`src/rtl/map_switch_pkg.sv`:
```
// -----------------------------------------------------------------------------
// map_switch_pkg
// Shared types and constants for the run-time mapper switch sequencer.
//   state_t    : sequencer state encoding (3 bits)
//   DEF_*      : default parameter values
//   cnt_w()    : width of an unsigned counter that must hold max_val
//   max3()     : largest of three integers
// -----------------------------------------------------------------------------
package map_switch_pkg;

    typedef enum logic [2:0] {
        ST_IDLE    = 3'd0,
        ST_WAIT_M2 = 3'd1,
        ST_GATE    = 3'd2,
        ST_RESET   = 3'd3,
        ST_RELEASE = 3'd4,
        ST_FINISH  = 3'd5
    } state_t;

    localparam int DEF_IDX_W      = 8;
    localparam int DEF_SETTLE_CYC = 4;
    localparam int DEF_RST_CYC    = 16;
    localparam int DEF_TMO_CYC    = 4096;

    function automatic int cnt_w(input int max_val);
        return (max_val < 1) ? 1 : $clog2(max_val + 1);
    endfunction

    function automatic int max3(input int a, input int b, input int c);
        int m;
        m = (a > b) ? a : b;
        return (m > c) ? m : c;
    endfunction

endpackage

```
`src/rtl/map_switch_cnt.sv`:
```
// -----------------------------------------------------------------------------
// map_switch_cnt
// Loadable down-counter that stops at zero. One instance times every timed
// state of the sequencer.
//   i_clk      : system clock
//   i_rst      : asynchronous active-high reset
//   i_load     : load i_load_val this cycle (takes priority over counting)
//   i_load_val : value to load
//   o_zero     : counter currently holds zero
// -----------------------------------------------------------------------------
module map_switch_cnt #(
    parameter int W = 4
) (
    input  logic         i_clk,
    input  logic         i_rst,
    input  logic         i_load,
    input  logic [W-1:0] i_load_val,
    output logic         o_zero
);

    logic [W-1:0] r_cnt;

    always_ff @(posedge i_clk or posedge i_rst) begin
        if (i_rst) begin
            r_cnt <= '0;
        end else if (i_load) begin
            r_cnt <= i_load_val;
        end else if (r_cnt != '0) begin
            r_cnt <= r_cnt - 1'b1;
        end
    end

    assign o_zero = (r_cnt == '0);

endmodule

```
`src/rtl/map_switch_ctrl.sv`:
```
// -----------------------------------------------------------------------------
// map_switch_ctrl
// Sequences a run-time mapper change: wait for an M2 falling edge, gate the
// hub outputs, switch the active index, hold mappers in reset, release.
//
// state      | meaning
// -----------+-------------------------------------------------------------
// IDLE       | nothing running; serves a new strobe or a parked request
// WAIT_M2    | waiting for M2 fall (bounded by TMO_CYC)
// GATE       | outputs gated, SETTLE_CYC cycles before reset
// RESET      | new index applied, mappers held in reset for RST_CYC cycles
// RELEASE    | reset released, still gated for SETTLE_CYC cycles
// FINISH     | one-cycle done pulse; serves the pending slot if any
//
//   i_clk, i_rst   : clock, asynchronous active-high reset
//   i_cfg_stb      : one-cycle strobe, i_cfg_idx valid
//   i_cfg_idx      : requested mapper index
//   i_m2           : CPU phi2, already synchronous to i_clk
//   o_map_idx      : active index for hub select
//   o_out_gate     : hub forces mapper outputs inactive
//   o_map_rst      : all mapper instances held in reset
//   o_busy         : sequence running or request pending
//   o_done         : one-cycle pulse at sequence end
//   o_tmo_err      : sticky, last sequence proceeded on timeout
// -----------------------------------------------------------------------------
module map_switch_ctrl
    import map_switch_pkg::*;
#(
    parameter int IDX_W      = DEF_IDX_W,
    parameter int SETTLE_CYC = DEF_SETTLE_CYC,
    parameter int RST_CYC    = DEF_RST_CYC,
    parameter int TMO_CYC    = DEF_TMO_CYC
) (
    input  logic             i_clk,
    input  logic             i_rst,
    input  logic             i_cfg_stb,
    input  logic [IDX_W-1:0] i_cfg_idx,
    input  logic             i_m2,
    output logic [IDX_W-1:0] o_map_idx,
    output logic             o_out_gate,
    output logic             o_map_rst,
    output logic             o_busy,
    output logic             o_done,
    output logic             o_tmo_err
);

    localparam int CNT_W = cnt_w(max3(TMO_CYC, RST_CYC, SETTLE_CYC));
    // Loaded with N-1 on entry so a state lasts exactly N cycles.
    localparam logic [CNT_W-1:0] L_WAIT   = CNT_W'(TMO_CYC - 1);
    localparam logic [CNT_W-1:0] L_SETTLE = CNT_W'(SETTLE_CYC - 1);
    localparam logic [CNT_W-1:0] L_RST    = CNT_W'(RST_CYC - 1);

    state_t             r_state, w_next_state;
    logic               r_m2_q;
    logic [IDX_W-1:0]   r_req_idx, r_pend_idx, r_map_idx;
    logic               r_pend_vld, r_tmo_err, r_out_gate, r_map_rst, r_busy, r_done;

    logic               w_m2_fall, w_cnt_zero, w_tmo_hit, w_mid_seq, w_enter;
    logic               w_svc_vld, w_svc_same;
    logic [IDX_W-1:0]   w_svc_idx;
    logic               w_pend_vld_nxt;
    logic [IDX_W-1:0]   w_pend_idx_nxt, w_req_idx_nxt, w_map_idx_nxt;
    logic               w_gate_nxt, w_rst_nxt, w_done_nxt, w_busy_nxt, w_tmo_nxt;
    logic               w_cnt_load;
    logic [CNT_W-1:0]   w_cnt_val;

    assign w_m2_fall  = r_m2_q & ~i_m2;
    assign w_mid_seq  = (r_state inside {ST_WAIT_M2, ST_GATE, ST_RESET, ST_RELEASE});
    // A fresh strobe wins over a parked request (last wins).
    assign w_svc_vld  = i_cfg_stb | r_pend_vld;
    assign w_svc_idx  = i_cfg_stb ? i_cfg_idx : r_pend_idx;
    assign w_svc_same = (w_svc_idx == r_map_idx);

    map_switch_cnt #(.W(CNT_W)) u_cnt (
        .i_clk      (i_clk),
        .i_rst      (i_rst),
        .i_load     (w_cnt_load),
        .i_load_val (w_cnt_val),
        .o_zero     (w_cnt_zero)
    );

    always_ff @(posedge i_clk or posedge i_rst) begin
        if (i_rst) begin
            r_state    <= ST_IDLE;
            r_m2_q     <= 1'b0;
            r_req_idx  <= '0;
            r_pend_vld <= 1'b0;
            r_pend_idx <= '0;
            r_map_idx  <= '0;
            r_tmo_err  <= 1'b0;
            r_out_gate <= 1'b0;
            r_map_rst  <= 1'b0;
            r_busy     <= 1'b0;
            r_done     <= 1'b0;
        end else begin
            r_state    <= w_next_state;
            r_m2_q     <= i_m2;
            r_req_idx  <= w_req_idx_nxt;
            r_pend_vld <= w_pend_vld_nxt;
            r_pend_idx <= w_pend_idx_nxt;
            r_map_idx  <= w_map_idx_nxt;
            r_tmo_err  <= w_tmo_nxt;
            r_out_gate <= w_gate_nxt;
            r_map_rst  <= w_rst_nxt;
            r_busy     <= w_busy_nxt;
            r_done     <= w_done_nxt;
        end
    end

    always_comb begin
        w_next_state   = r_state;
        w_tmo_hit      = 1'b0;
        w_pend_vld_nxt = r_pend_vld;
        w_pend_idx_nxt = r_pend_idx;
        if (i_cfg_stb && w_mid_seq) begin
            w_pend_vld_nxt = 1'b1;
            w_pend_idx_nxt = i_cfg_idx;
        end
        case (r_state)
            ST_IDLE: begin
                if (w_svc_vld) begin
                    if (!w_svc_same) begin
                        w_next_state   = ST_WAIT_M2;
                        w_pend_vld_nxt = 1'b0;
                    end else if (i_cfg_stb) begin
                        // A no-op strobe is parked for one cycle, then finished.
                        w_pend_vld_nxt = 1'b1;
                        w_pend_idx_nxt = w_svc_idx;
                    end else begin
                        w_next_state   = ST_FINISH;
                        w_pend_vld_nxt = 1'b0;
                    end
                end
            end
            ST_WAIT_M2: begin
                // An edge coinciding with expiry counts as an edge.
                if (w_m2_fall) begin
                    w_next_state = ST_GATE;
                end else if (w_cnt_zero) begin
                    w_next_state = ST_GATE;
                    w_tmo_hit    = 1'b1;
                end
            end
            ST_GATE:    if (w_cnt_zero) w_next_state = ST_RESET;
            ST_RESET:   if (w_cnt_zero) w_next_state = ST_RELEASE;
            ST_RELEASE: if (w_cnt_zero) w_next_state = ST_FINISH;
            ST_FINISH: begin
                w_next_state = ST_IDLE;
                if (w_svc_vld) begin
                    if (!w_svc_same) begin
                        w_next_state   = ST_WAIT_M2;
                        w_pend_vld_nxt = 1'b0;
                    end else begin
                        w_pend_vld_nxt = 1'b1;
                        w_pend_idx_nxt = w_svc_idx;
                    end
                end
            end
            default: w_next_state = ST_IDLE;
        endcase
    end

    always_comb begin
        w_enter       = (w_next_state != r_state);
        w_gate_nxt    = (w_next_state inside {ST_GATE, ST_RESET, ST_RELEASE});
        w_rst_nxt     = (w_next_state == ST_RESET);
        w_done_nxt    = (w_next_state == ST_FINISH);
        w_busy_nxt    = (w_next_state != ST_IDLE) || w_pend_vld_nxt;
        w_req_idx_nxt = r_req_idx;
        w_map_idx_nxt = r_map_idx;
        w_tmo_nxt     = r_tmo_err;
        w_cnt_load    = 1'b0;
        w_cnt_val     = '0;
        if (w_enter) begin
            case (w_next_state)
                ST_WAIT_M2: begin
                    w_cnt_load    = 1'b1;
                    w_cnt_val     = L_WAIT;
                    w_req_idx_nxt = w_svc_idx;
                    w_tmo_nxt     = 1'b0;
                end
                ST_GATE: begin
                    w_cnt_load = 1'b1;
                    w_cnt_val  = L_SETTLE;
                end
                ST_RESET: begin
                    w_cnt_load    = 1'b1;
                    w_cnt_val     = L_RST;
                    w_map_idx_nxt = r_req_idx;
                end
                ST_RELEASE: begin
                    w_cnt_load = 1'b1;
                    w_cnt_val  = L_SETTLE;
                end
                default: ;
            endcase
        end
        if (w_tmo_hit) w_tmo_nxt = 1'b1;
    end

    assign o_map_idx  = r_map_idx;
    assign o_out_gate = r_out_gate;
    assign o_map_rst  = r_map_rst;
    assign o_busy     = r_busy;
    assign o_done     = r_done;
    assign o_tmo_err  = r_tmo_err;

endmodule

```
`config.mk`:
```
export PLATFORM = sky130hd
export DESIGN_NAME = map_switch_ctrl
export DESIGN_NICKNAME = d
export VERILOG_FILES = /design/src/rtl/map_switch_pkg.sv /design/src/rtl/map_switch_cnt.sv /design/src/rtl/map_switch_ctrl.sv
export SDC_FILE = /design/constraint.sdc
export NUM_CORES = 1
export LEC_CHECK = 0
export ABC_AREA = 1
export BUFFER_PORTS_ARGS = -buffer_cell sky130_fd_sc_hd__buf_2
export CAP_MARGIN = 0
export CORE_MARGIN = 3
export CORE_UTILIZATION = 30
export CTS_BUF_LIST = sky130_fd_sc_hd__clkbuf_8
export DETAILED_ROUTE_END_ITERATION = 8
export PLACE_DENSITY = 0.52
export SYNTH_ARGS = -nofsm -noshare
export SYNTH_HDL_FRONTEND = slang
export SYNTH_SLANG_ARGS = --single-unit
```
`constraint.sdc`:
```
create_clock -name i_clk -period 2.5 [get_ports i_clk]
set_input_delay 0.25 -clock i_clk [delete_from_list [all_inputs] [get_ports i_clk]]
set_output_delay 0.25 -clock i_clk [all_outputs]
set_load 0.05 [all_outputs]
```
==> results.json, run 1 <==
{
  "yosys.area.top_type": "dfrtp_1",
  "layout-drive-gt1-share_pct": 22.7,
  "maxCapViolCount": 0,
  "core_area_sq_um": 8460,
  "period_share_pct": 93.2,
  "synthArstFlopShare_pct": 100,
  "arrival_ns": 2.52,
  "grt_max_degree": 26,
  "io_buffers": 24,
  "cts_sinks": 47,
  "place_congestion": 0.856,
  "r2r_end": "u_cnt.r_cnt[3]",
  "synthesis.area_sq_um": 2680,
  "antenna_found_initial": 0,
  "nets": 391,
  "rsz0062_at_grt": "false",
  "ant_nets": 0,
  "drt_iter0_markers": 87,
  "drv_slew": 0,
  "ys_seq_elements": 47,
  "cts.htree.levels": 2,
  "leakagePower_nw": 1.58,
  "die_h_um": 101,
  "drt-total-wl_mm": 6.21,
  "setup_slack_ns": 0.170,
  "cts_made_buffers": 5,
  "layout_commonest_cell": "nand2_1",
  "placed_cell_area_sq_um": 2910,
  "gr-total-overflow": 0,
  "vias": 2249,
  "start_util_pct": 31.7,
  "clk_latency_ns": 0.30,
  "synth_cell_type_count": 30,
  "num_rows": 33,
  "grt_pass1_vias": 2121,
  "die_w_um": 101,
  "crit_required_ns": 2.69,
  "hold_path.class": "input pin to flip-flop",
  "fin_skew_ns": 0.00953,
  "rrSetupSlack_ns": 0.17,
  "diodes": 0,
  "rr_worst_depth": 12,
  "max_slew.worst_pin.slew_ns": 0.501,
  "hold_viol": 0,
  "timing.hold.ws_ns": 0.0685,
  "post-place-ws_ns": 0.0314,
  "area_growth_pct": 14.6,
  "hold_path_end": "r_m2_q",
  "cp-start-kind": "flip-flop",
  "cts_buffer_depth": 2,
  "yosysSeqAreaShare_pct": 43.8,
  "power.density_nw_per_um2": 1350,
  "fin_crit_ns": 2.33,
  "status": "finished, final reports clean",
  "post-route-cell-area_sq_um": 3070,
  "synth_area_per_cell_sq_um": 7.78,
  "wl_per_cell_um": 12.8,
  "synth_cells": 345,
  "clock.fmax_mhz": 429,
  "ioPinCount": 25,
  "mostFrequentLayoutCells": "nand2_1 (101), dfrtp_1 (47), inv_1 (42), buf_2 (24)",
  "crit_type": "flip-flop to flip-flop",
  "end_kind": "flip-flop",
  "synth_area_leaders": "dfrtp_1 (44%), nand2_1 (14%), inv_1 (6.0%)",
  "first_pass_iters": 4,
  "cp_max_fo": 10,
  "worstHoldPathCells": 1,
  "root_buffer": "clkbuf_8",
  "route.detailed.drc": 0,
  "nFillCells": 863,
  "yosys.area.top_type_share_pct": 43.8,
  "synth_edf_count": 0,
  "grt_pass1_wl_mm": 10.2,
  "p_total_w": 0.00416,
  "min-delay-start": "i_m2",
  "slew_headroom_pct": 66.3,
  "setup_violations": 0,
  "cts_tree": "yes",
  "worstReg2RegStart": "u_cnt.r_cnt[0]",
  "grt_usage_pct": 12.5,
  "die_area_sq_um": 10100,
  "yosys_warnings": 0,
  "synth_nets": 358,
  "numPlacedInstances": 472,
  "instances_no_fill": 484,
  "cts.reportedPaths.clkPinSlew_ns": 0.09,
  "ys.flop_type": "dfrtp_1",
  "vdd_drop_max_mv": 0.565,
  "dpl.hpwl_mm": 4.39,
  "vias_per_cell": 4.65
}
[cell usage after synthesis (2+ instances only)]
cell / number
nand3b_1: 4
nand2_2: 9
nand2_1: 101
clkbuf_1: 3
a21oi_2: 8
dfrtp_1: 47
xnor2_1: 2
nand3_1: 21
a21oi_1: 8
nand2_4: 4
mux2_2: 6
nor2_2: 5
o21ai_1: 9
inv_2: 4
nor3_1: 8
buf_6: 5
xor2_1: 8
o21ai_0: 16
inv_1: 43
nand3_2: 2
nor2_1: 23
[stage by stage]
stage                     setup TNS [ns]  util, %
after floorplan                        0        -
after global placement          -0.00797     34.4
after detailed placement               0     34.4
after CTS                              0     35.7
after global routing                   0     36.3
final                                  0     36.3
[layout make-up]
cell class	count	area, sq um	share of cell area (%)
multi-input cells	243	1300	42.2
flip-flops and latches	47	1180	38.3
repair buffers	33	203	6.60
inverters	48	183	5.94
well taps	105	131	4.28
clock buffers	5	68.8	2.24
clock inverters	3	15.0	0.489
[worst max path at each step]
| stage | from | endpoint | slack [ns] | cells past startpoint |
|---|---|---|---|---|
| detailed placement | u_cnt.r_cnt[0] | u_cnt.r_cnt[9] | 0.03 | 11 |
| CTS | u_cnt.r_cnt[0] | u_cnt.r_cnt[9] | 0.08 | 12 |
| global placement | u_cnt.r_cnt[0] | u_cnt.r_cnt[2] | -0.007 | 11 |
| finish | u_cnt.r_cnt[0] | u_cnt.r_cnt[3] | 0.17 | 12 |
| global route | u_cnt.r_cnt[0] | u_cnt.r_cnt[3] | 0.02 | 16 |
| floorplan | u_cnt.r_cnt[0] | u_cnt.r_cnt[2] | 0.42 | 11 |
[sequential cells by signal (all words and copies together), names as in the netlist]
signal,cells
r_m2_q,1
r_pend_idx,8
o_map_rst,1
u_cnt.r_cnt,13
o_tmo_err,1
r_req_idx,8
o_busy,1
o_map_idx,8
r_state,3
r_pend_vld,1
o_done,1
o_out_gate,1
[worst max-delay path, stage by stage, from the launching register on]
cell	delay, ns
dfrtp_1	0.39
inv_1	0.11
ha_2	0.22
nand3_1	0.14
nor2_2	0.15
nand2_1	0.13
nand2_2	0.13
nand3_4	0.13
o211ai_1	0.27
nand2_2	0.17
a21oi_4	0.19
buf_12	0.15
a21oi_1	0.04
[per-layer routing]
layer / GRT usage [%] / vias up / routed length [um]
met5: 0 / - / 0
met2: 20.2 / 36 / 2880
met4: 2.49 / 0 / 19
met3: 2.49 / 2 / 199
met1: 17.4 / 1057 / 3120
li1: - / 1154 / -
[what timing repair did]
action | CTS | global route
resized for setup | 0 | 7
buffers inserted | 1 | 1
gates cloned | 0 | 1
pin swaps | 1 | 4
hold buffers | 1 | 0
setup endpoints to repair | 1 | 21
hold endpoints to repair | 18 | 0
[power breakdown]
part,switching (W),internal [W],leakage [nW]
clock network,0.000269,0.000192,0.0477
registers,0.000224,0.00109,0.570
logic,0.00159,0.000788,0.964
total,0.00208,0.00207,1.58
[cells by family (layout without fill, tap and decap cells)]
| family | after synthesis | in the layout | synth area share (%) |
|---|---|---|---|
| simple gates | 179 | 180 | 30.0 |
| mux | 6 | 6 | 2.52 |
| compound gates | 46 | 46 | 10.5 |
| flops | 47 | 47 | 43.8 |
| fa+ha+maj | 1 | 1 | 0.466 |
| xor+xnor | 10 | 10 | 3.27 |
| buf+inv | 56 | 89 | 9.33 |
No activity file was read; power rests on OpenSTA's default activity.
==> run 2, diff against run 1 <==
--- a/config.mk
+++ b/config.mk
@@ -10,2 +10,4 @@
 export CAP_MARGIN = 0
+export CELL_PAD_IN_SITES_DETAIL_PLACEMENT = 1
+export CELL_PAD_IN_SITES_GLOBAL_PLACEMENT = 2
 export CORE_MARGIN = 3
@@ -14,3 +16,3 @@
 export DETAILED_ROUTE_END_ITERATION = 8
-export PLACE_DENSITY = 0.52
+export PLACE_DENSITY_LB_ADDON = 0.1
 export SYNTH_ARGS = -nofsm -noshare
==> constraint.sdc (replaced) <==
create_clock -name i_clk -period 2.5 [get_ports i_clk]
set_input_delay 0 -clock i_clk [delete_from_list [all_inputs] [get_ports i_clk]]
set_output_delay 0 -clock i_clk [all_outputs]
set_load 0.05 [all_outputs]
==> results.json, run 2 (synthesis gave the netlist of run 1 again) <==
{
  "p_switching_w": 0.00217,
  "maxCapViolCount": 0,
  "mostFrequentLayoutCells": "nand2_1 (100), dfrtp_1 (47), inv_1 (42), buf_2 (24)",
  "slew_headroom_pct": 57.7,
  "crit_type": "flip-flop to flip-flop",
  "crit_required_ns": 2.70,
  "fin_skew_ns": 0.00601,
  "clk_latency_ns": 0.31,
  "numPlacedInstances": 471,
  "seqPwrFrac_pct": 30.2,
  "pwr-share-comb_pct": 56.0,
  "place_congestion": 0.777,
  "hold_path.class": "input pin to flip-flop",
  "end_kind": "flip-flop",
  "max_slew.worst_pin.slew_ns": 0.633,
  "drt-total-wl_mm": 7.15,
  "first_pass_iters": 4,
  "arrival_ns": 2.54,
  "start_util_pct": 31.7,
  "post-route-cell-area_sq_um": 3110,
  "die_h_um": 101,
  "grt_max_degree": 41,
  "cts_made_buffers": 5,
  "p_sw_share_pct": 49.6,
  "vdd_drop_max_mv": 0.491,
  "gr-total-overflow": 0,
  "cp_max_fo": 10,
  "drt_iter0_markers": 41,
  "top_register": "u_cnt.r_cnt",
  "cts.htree.levels": 2,
  "layout-drive-gt1-share_pct": 22.3,
  "setup_violations": 0,
  "intPower_w": 0.00220,
  "drv_slew": 0,
  "setup_slack_ns": 0.161,
  "clock.fmax_mhz": 428,
  "cts_buffer_depth": 2,
  "nets": 389,
  "leakagePower_nw": 1.58,
  "cp-start-kind": "flip-flop",
  "vias": 2234,
  "route.detailed.drc": 0,
  "wl_per_cell_um": 14.8,
  "power.share.clock_pct": 13.8,
  "placed_cell_area_sq_um": 2920,
  "antenna_found_initial": 0,
  "grt_pass1_vias": 2337,
  "slowest_stage": "dfrtp_1",
  "num_rows": 33,
  "io_buffers": 24,
  "die_w_um": 101,
  "period_share_pct": 93.5,
  "ant_nets": 0,
  "slowest_delay_ns": 0.39,
  "crit_chain": "inv_1 -> ha_2 -> nand2_2 -> nor2_4 -> nand3_1 -> nand3_1 -> nand2_1 -> nand3_4 -> o21ai_1 -> nor2_2 -> nand2_4 -> a21oi_4 -> buf_12 -> a21oi_1",
  "die_area_sq_um": 10100,
  "cts.reportedPaths.clkPinSlew_ns": 0.09,
  "core_area_sq_um": 8460,
  "area_growth_pct": 16.0,
  "power.density_nw_per_um2": 1400,
  "vias_per_cell": 4.63,
  "root_buffer": "clkbuf_8",
  "cts_sinks": 47,
  "dpl.hpwl_mm": 4.93,
  "status": "finished, final reports clean",
  "instances_no_fill": 482,
  "path_delay_family": "simple AND/OR/NAND/NOR gates",
  "grt_pass1_wl_mm": 11.8,
  "crit_buf_inv": 2,
  "fin_crit_ns": 2.34,
  "diodes": 0,
  "crit_top_cell": "nand3_1",
  "layout_commonest_cell": "nand2_1",
  "post-place-ws_ns": 0.0869,
  "p_total_w": 0.00437,
  "hold_viol": 0,
  "ioPinCount": 25,
  "grt_usage_pct": 15.0,
  "cts_tree": "yes",
  "largest_reg_flops": 13
}
## run 2: cell count changes in the layout (fill, tap and decap cells not counted), sizes merged
cell / change
buf: -3
bufinv: +1
dlygate4sd3: +1
clkbuf: +1
clkinv: -2
## run 2: layout make-up
| cell class | count | area, sq um |
|---|---|---|
| clock buffers | 6 | 82.6 |
| clock inverters | 2 | 35.0 |
| fillers | 1023 | 5350 |
| inverters | 48 | 183 |
| multi-input cells | 243 | 1310 |
| flip-flops and latches | 47 | 1180 |
| well taps | 105 | 131 |
| repair buffers | 31 | 190 |
## run 2: per-stage QoR
stage	TNS (ns)	hold slack (ns)	utilization [%]
6_report	0	0.0430	36.7
5_1_grt	-0.0206	0.0569	36.7
4_1_cts	0	0.0366	36.1
3_5_place_dp	0	-0.0944	34.5
3_3_place_gp	0	-0.0966	34.5
2_1_floorplan	0	0.0314	-
## run 2: final timing paths
path,startpoint,endpoint,slack [ns],cells after the start
worst max-delay path,u_cnt.r_cnt[0],u_cnt.r_cnt[2],0.16,14
worst min-delay path,i_cfg_idx[4],r_pend_idx[4],0.04,4
worst max register to register,u_cnt.r_cnt[0],u_cnt.r_cnt[2],0.16,14
worst min register to register,r_req_idx[2],r_req_idx[2],0.50,2
max in group asynchronous,i_rst,u_cnt.r_cnt[1],1.64,4
min in group asynchronous,i_rst,o_map_idx[1],0.11,3
## run 2: routing by layer
| metal | global-route usage, % | share of wire (%) |
|---|---|---|
| met5 | 0 | 0 |
| met4 | 4.66 | 1.3 |
| met3 | 2.28 | 1.9 |
| met2 | 23.8 | 45 |
| met1 | 20.9 | 52 |
## run 2: tightest hold or removal path, delay by kind of cell
family / cells / cell delay (ns)
buf+inv: 1 / 0.09
simple gates: 1 / 0.04
compound gates: 1 / 0.06
mux: 1 / 0.13
## run 2: repair_timing
item                                    4_1_cts  5_1_grt
hold buffers                                  2        0
buffers inserted                              0        0
endpoints found under the setup margin        0       21
gates resized for setup                       0        9
hold endpoints to repair                     22        0
## run 2: power by group through the flow
stage | logic [W] | registers [W] | clock network, W
finish | 0.00245 | 0.00132 | 0.000605
global placement | 0.00225 | 0.00133 | 0
floorplan | 0.00157 | 0.00159 | 0
global route | 0.00274 | 0.00137 | 0.000667
detailed placement | 0.00227 | 0.00133 | 0
CTS | 0.00228 | 0.00132 | 0.000629
==> run 3, diff against run 2 <==
--- a/config.mk
+++ b/config.mk
@@ -16,2 +16,3 @@
 export DETAILED_ROUTE_END_ITERATION = 8
+export MAX_ROUTING_LAYER = met4
 export PLACE_DENSITY_LB_ADDON = 0.1
--- a/constraint.sdc
+++ b/constraint.sdc
@@ -3,2 +3,2 @@
 set_output_delay 0 -clock i_clk [all_outputs]
-set_load 0.05 [all_outputs]
+set_load 0.01 [all_outputs]
==> results.json, run 3 (synthesis gave the netlist of run 1 again) <==
{
  "status": "finished, final reports clean",
  "wl_per_cell_um": 14.7,
  "period_share_pct": 93.4,
  "pwr-share-comb_pct": 52.9,
  "core_area_sq_um": 8460,
  "start_util_pct": 31.7,
  "grt_pass1_vias": 2336,
  "cts_tree": "yes",
  "layout-drive-gt1-share_pct": 22.3,
  "num_rows": 33,
  "grt_max_degree": 41,
  "clock.fmax_mhz": 428,
  "arrival_ns": 2.54,
  "power.share.clock_pct": 14.8,
  "fin_crit_ns": 2.34,
  "nFillCells": 1023,
  "crit_buf_inv": 2,
  "cts_buffer_depth": 2,
  "nets": 389,
  "hold_viol": 0,
  "p_sw_share_pct": 46.2,
  "multiInputGateArea_sq_um": 1310,
  "mostFrequentLayoutCells": "nand2_1 (100), dfrtp_1 (47), inv_1 (42), buf_2 (24)",
  "largest_reg_flops": 13,
  "setup_slack_ns": 0.164,
  "antenna_found_initial": 0,
  "p_switching_w": 0.00189,
  "crit_required_ns": 2.70,
  "area_growth_pct": 16.0,
  "diodes": 0,
  "crit_top_cell": "nand3_1",
  "intPower_w": 0.00220,
  "ioPinCount": 25,
  "cts.reportedPaths.clkPinSlew_ns": 0.09,
  "die_area_sq_um": 10100,
  "gr-total-overflow": 0,
  "drt-total-wl_mm": 7.10,
  "wl_met2_mm": 3.23,
  "cp_max_fo": 10,
  "fin_util_pct": 36.7,
  "instances_no_fill": 482,
  "post-route-cell-area_sq_um": 3110,
  "slew_headroom_pct": 58.8,
  "setup_violations": 0,
  "power.density_nw_per_um2": 1310,
  "drt_iter0_markers": 44,
  "seqPwrFrac_pct": 32.3,
  "io_buffers": 24,
  "place_congestion": 0.787,
  "hold_path.class": "input pin to flip-flop",
  "highest_layer": "met4",
  "wl_met3_um": 134,
  "max_slew.worst_pin.slew_ns": 0.617,
  "numPlacedInstances": 471,
  "wl_met1_mm": 3.64,
  "seqCellArea_sq_um": 1180,
  "cts_sinks": 47,
  "cts_made_buffers": 5,
  "fin_skew_ns": 0.00516,
  "post_cts_buffers": 0,
  "slowest_delay_ns": 0.39,
  "route.detailed.drc": 0,
  "grt_usage_pct": 15.4,
  "placed_cell_area_sq_um": 2920,
  "post-place-ws_ns": 0.0869,
  "leakagePower_nw": 1.58,
  "ant_nets": 0,
  "root_buffer": "clkbuf_8",
  "drv_slew": 0,
  "die_h_um": 101,
  "path_delay_family": "simple AND/OR/NAND/NOR gates",
  "tns_ns": 0,
  "die_w_um": 101,
  "end_kind": "flip-flop",
  "first_pass_iters": 4,
  "vdd_drop_max_mv": 0.465,
  "slowest_stage": "dfrtp_1",
  "vias_per_cell": 4.65,
  "crit_chain": "inv_1 -> ha_2 -> nand2_2 -> nor2_4 -> nand3_1 -> nand3_1 -> nand2_1 -> nand3_4 -> o21ai_1 -> nor2_2 -> nand2_4 -> a21oi_4 -> buf_12 -> a21oi_1",
  "crit_type": "flip-flop to flip-flop",
  "vias": 2239,
  "grt_pass1_wl_mm": 11.9,
  "layout_commonest_cell": "nand2_1",
  "cts.htree.levels": 2,
  "maxCapViolCount": 0,
  "clk_latency_ns": 0.31,
  "cp-start-kind": "flip-flop",
  "top_register": "u_cnt.r_cnt",
  "dpl.hpwl_mm": 4.93
}
[run 3: cell counts in the layout (fill, tap and decap cells not counted)]
No cell type changed its count.
[run 3: area by class of cell]
class	count	share of cell area, %
Multi-Input combinational cell	243	42.2
Sequential cell	47	37.8
Timing Repair Buffer	31	6.11
Inverter	48	5.87
Tap cell	105	4.22
Clock buffer	6	2.65
Clock inverter	2	1.13
[run 3: worst register-to-register path, delay by kind of cell, from the launching register on]
kind                       cells  cell delay (ns)
adders and majority gates      1             0.23
DFF                            1             0.39
and+or+nand+nor                8             1.01
buffers and inverters          2             0.27
AOI/OAI and AO/OA              3             0.33
[run 3: metal layers]
| layer | vias to the layer above | track usage (%) |
|---|---|---|
| met5 | - | - |
| met4 | 0 | 4.66 |
| met3 | 10 | 2.28 |
| met2 | 17 | 23.8 |
| met1 | 1067 | 20.9 |
| li1 | 1145 | - |
[run 3: repair_timing]
action	4_1_cts	5_1_grt
setup endpoints to repair	0	21
resized for setup	0	9
hold buffers	2	0
hold endpoints to repair	22	0
[run 3: path summary, 6_finish.rpt]
kind / start / end / slack (ns) / cells past startpoint
min in group asynchronous: i_rst / u_cnt.r_cnt[9] / 0.11 / 3
min reg2reg: r_req_idx[2] / r_req_idx[2] / 0.50 / 2
min: i_cfg_idx[4] / r_pend_idx[4] / 0.04 / 4
max reg2reg: u_cnt.r_cnt[0] / u_cnt.r_cnt[2] / 0.16 / 14
max: u_cnt.r_cnt[0] / u_cnt.r_cnt[2] / 0.16 / 14
max in group asynchronous: i_rst / u_cnt.r_cnt[1] / 1.64 / 4
[run 3: per-stage QoR]
| step | hold WS [ns] | total power, W |
|---|---|---|
| finish | 0.0429 | 0.00409 |
| detailed placement | -0.0944 | 0.00333 |
| floorplan | 0.0314 | 0.00289 |
| CTS | 0.0366 | 0.00395 |
| global placement | -0.0966 | 0.00331 |
| global route | 0.0569 | 0.00450 |
[run 3: power by group through the flow]
stage / logic [W] / registers (W) / clock network (W)
after floorplan: 0.00157 / 0.00132 / 0
after global placement: 0.00197 / 0.00133 / 0
after global routing: 0.00247 / 0.00137 / 0.000667
final: 0.00216 / 0.00132 / 0.000607
after detailed placement: 0.00199 / 0.00133 / 0
after CTS: 0.00200 / 0.00132 / 0.000629
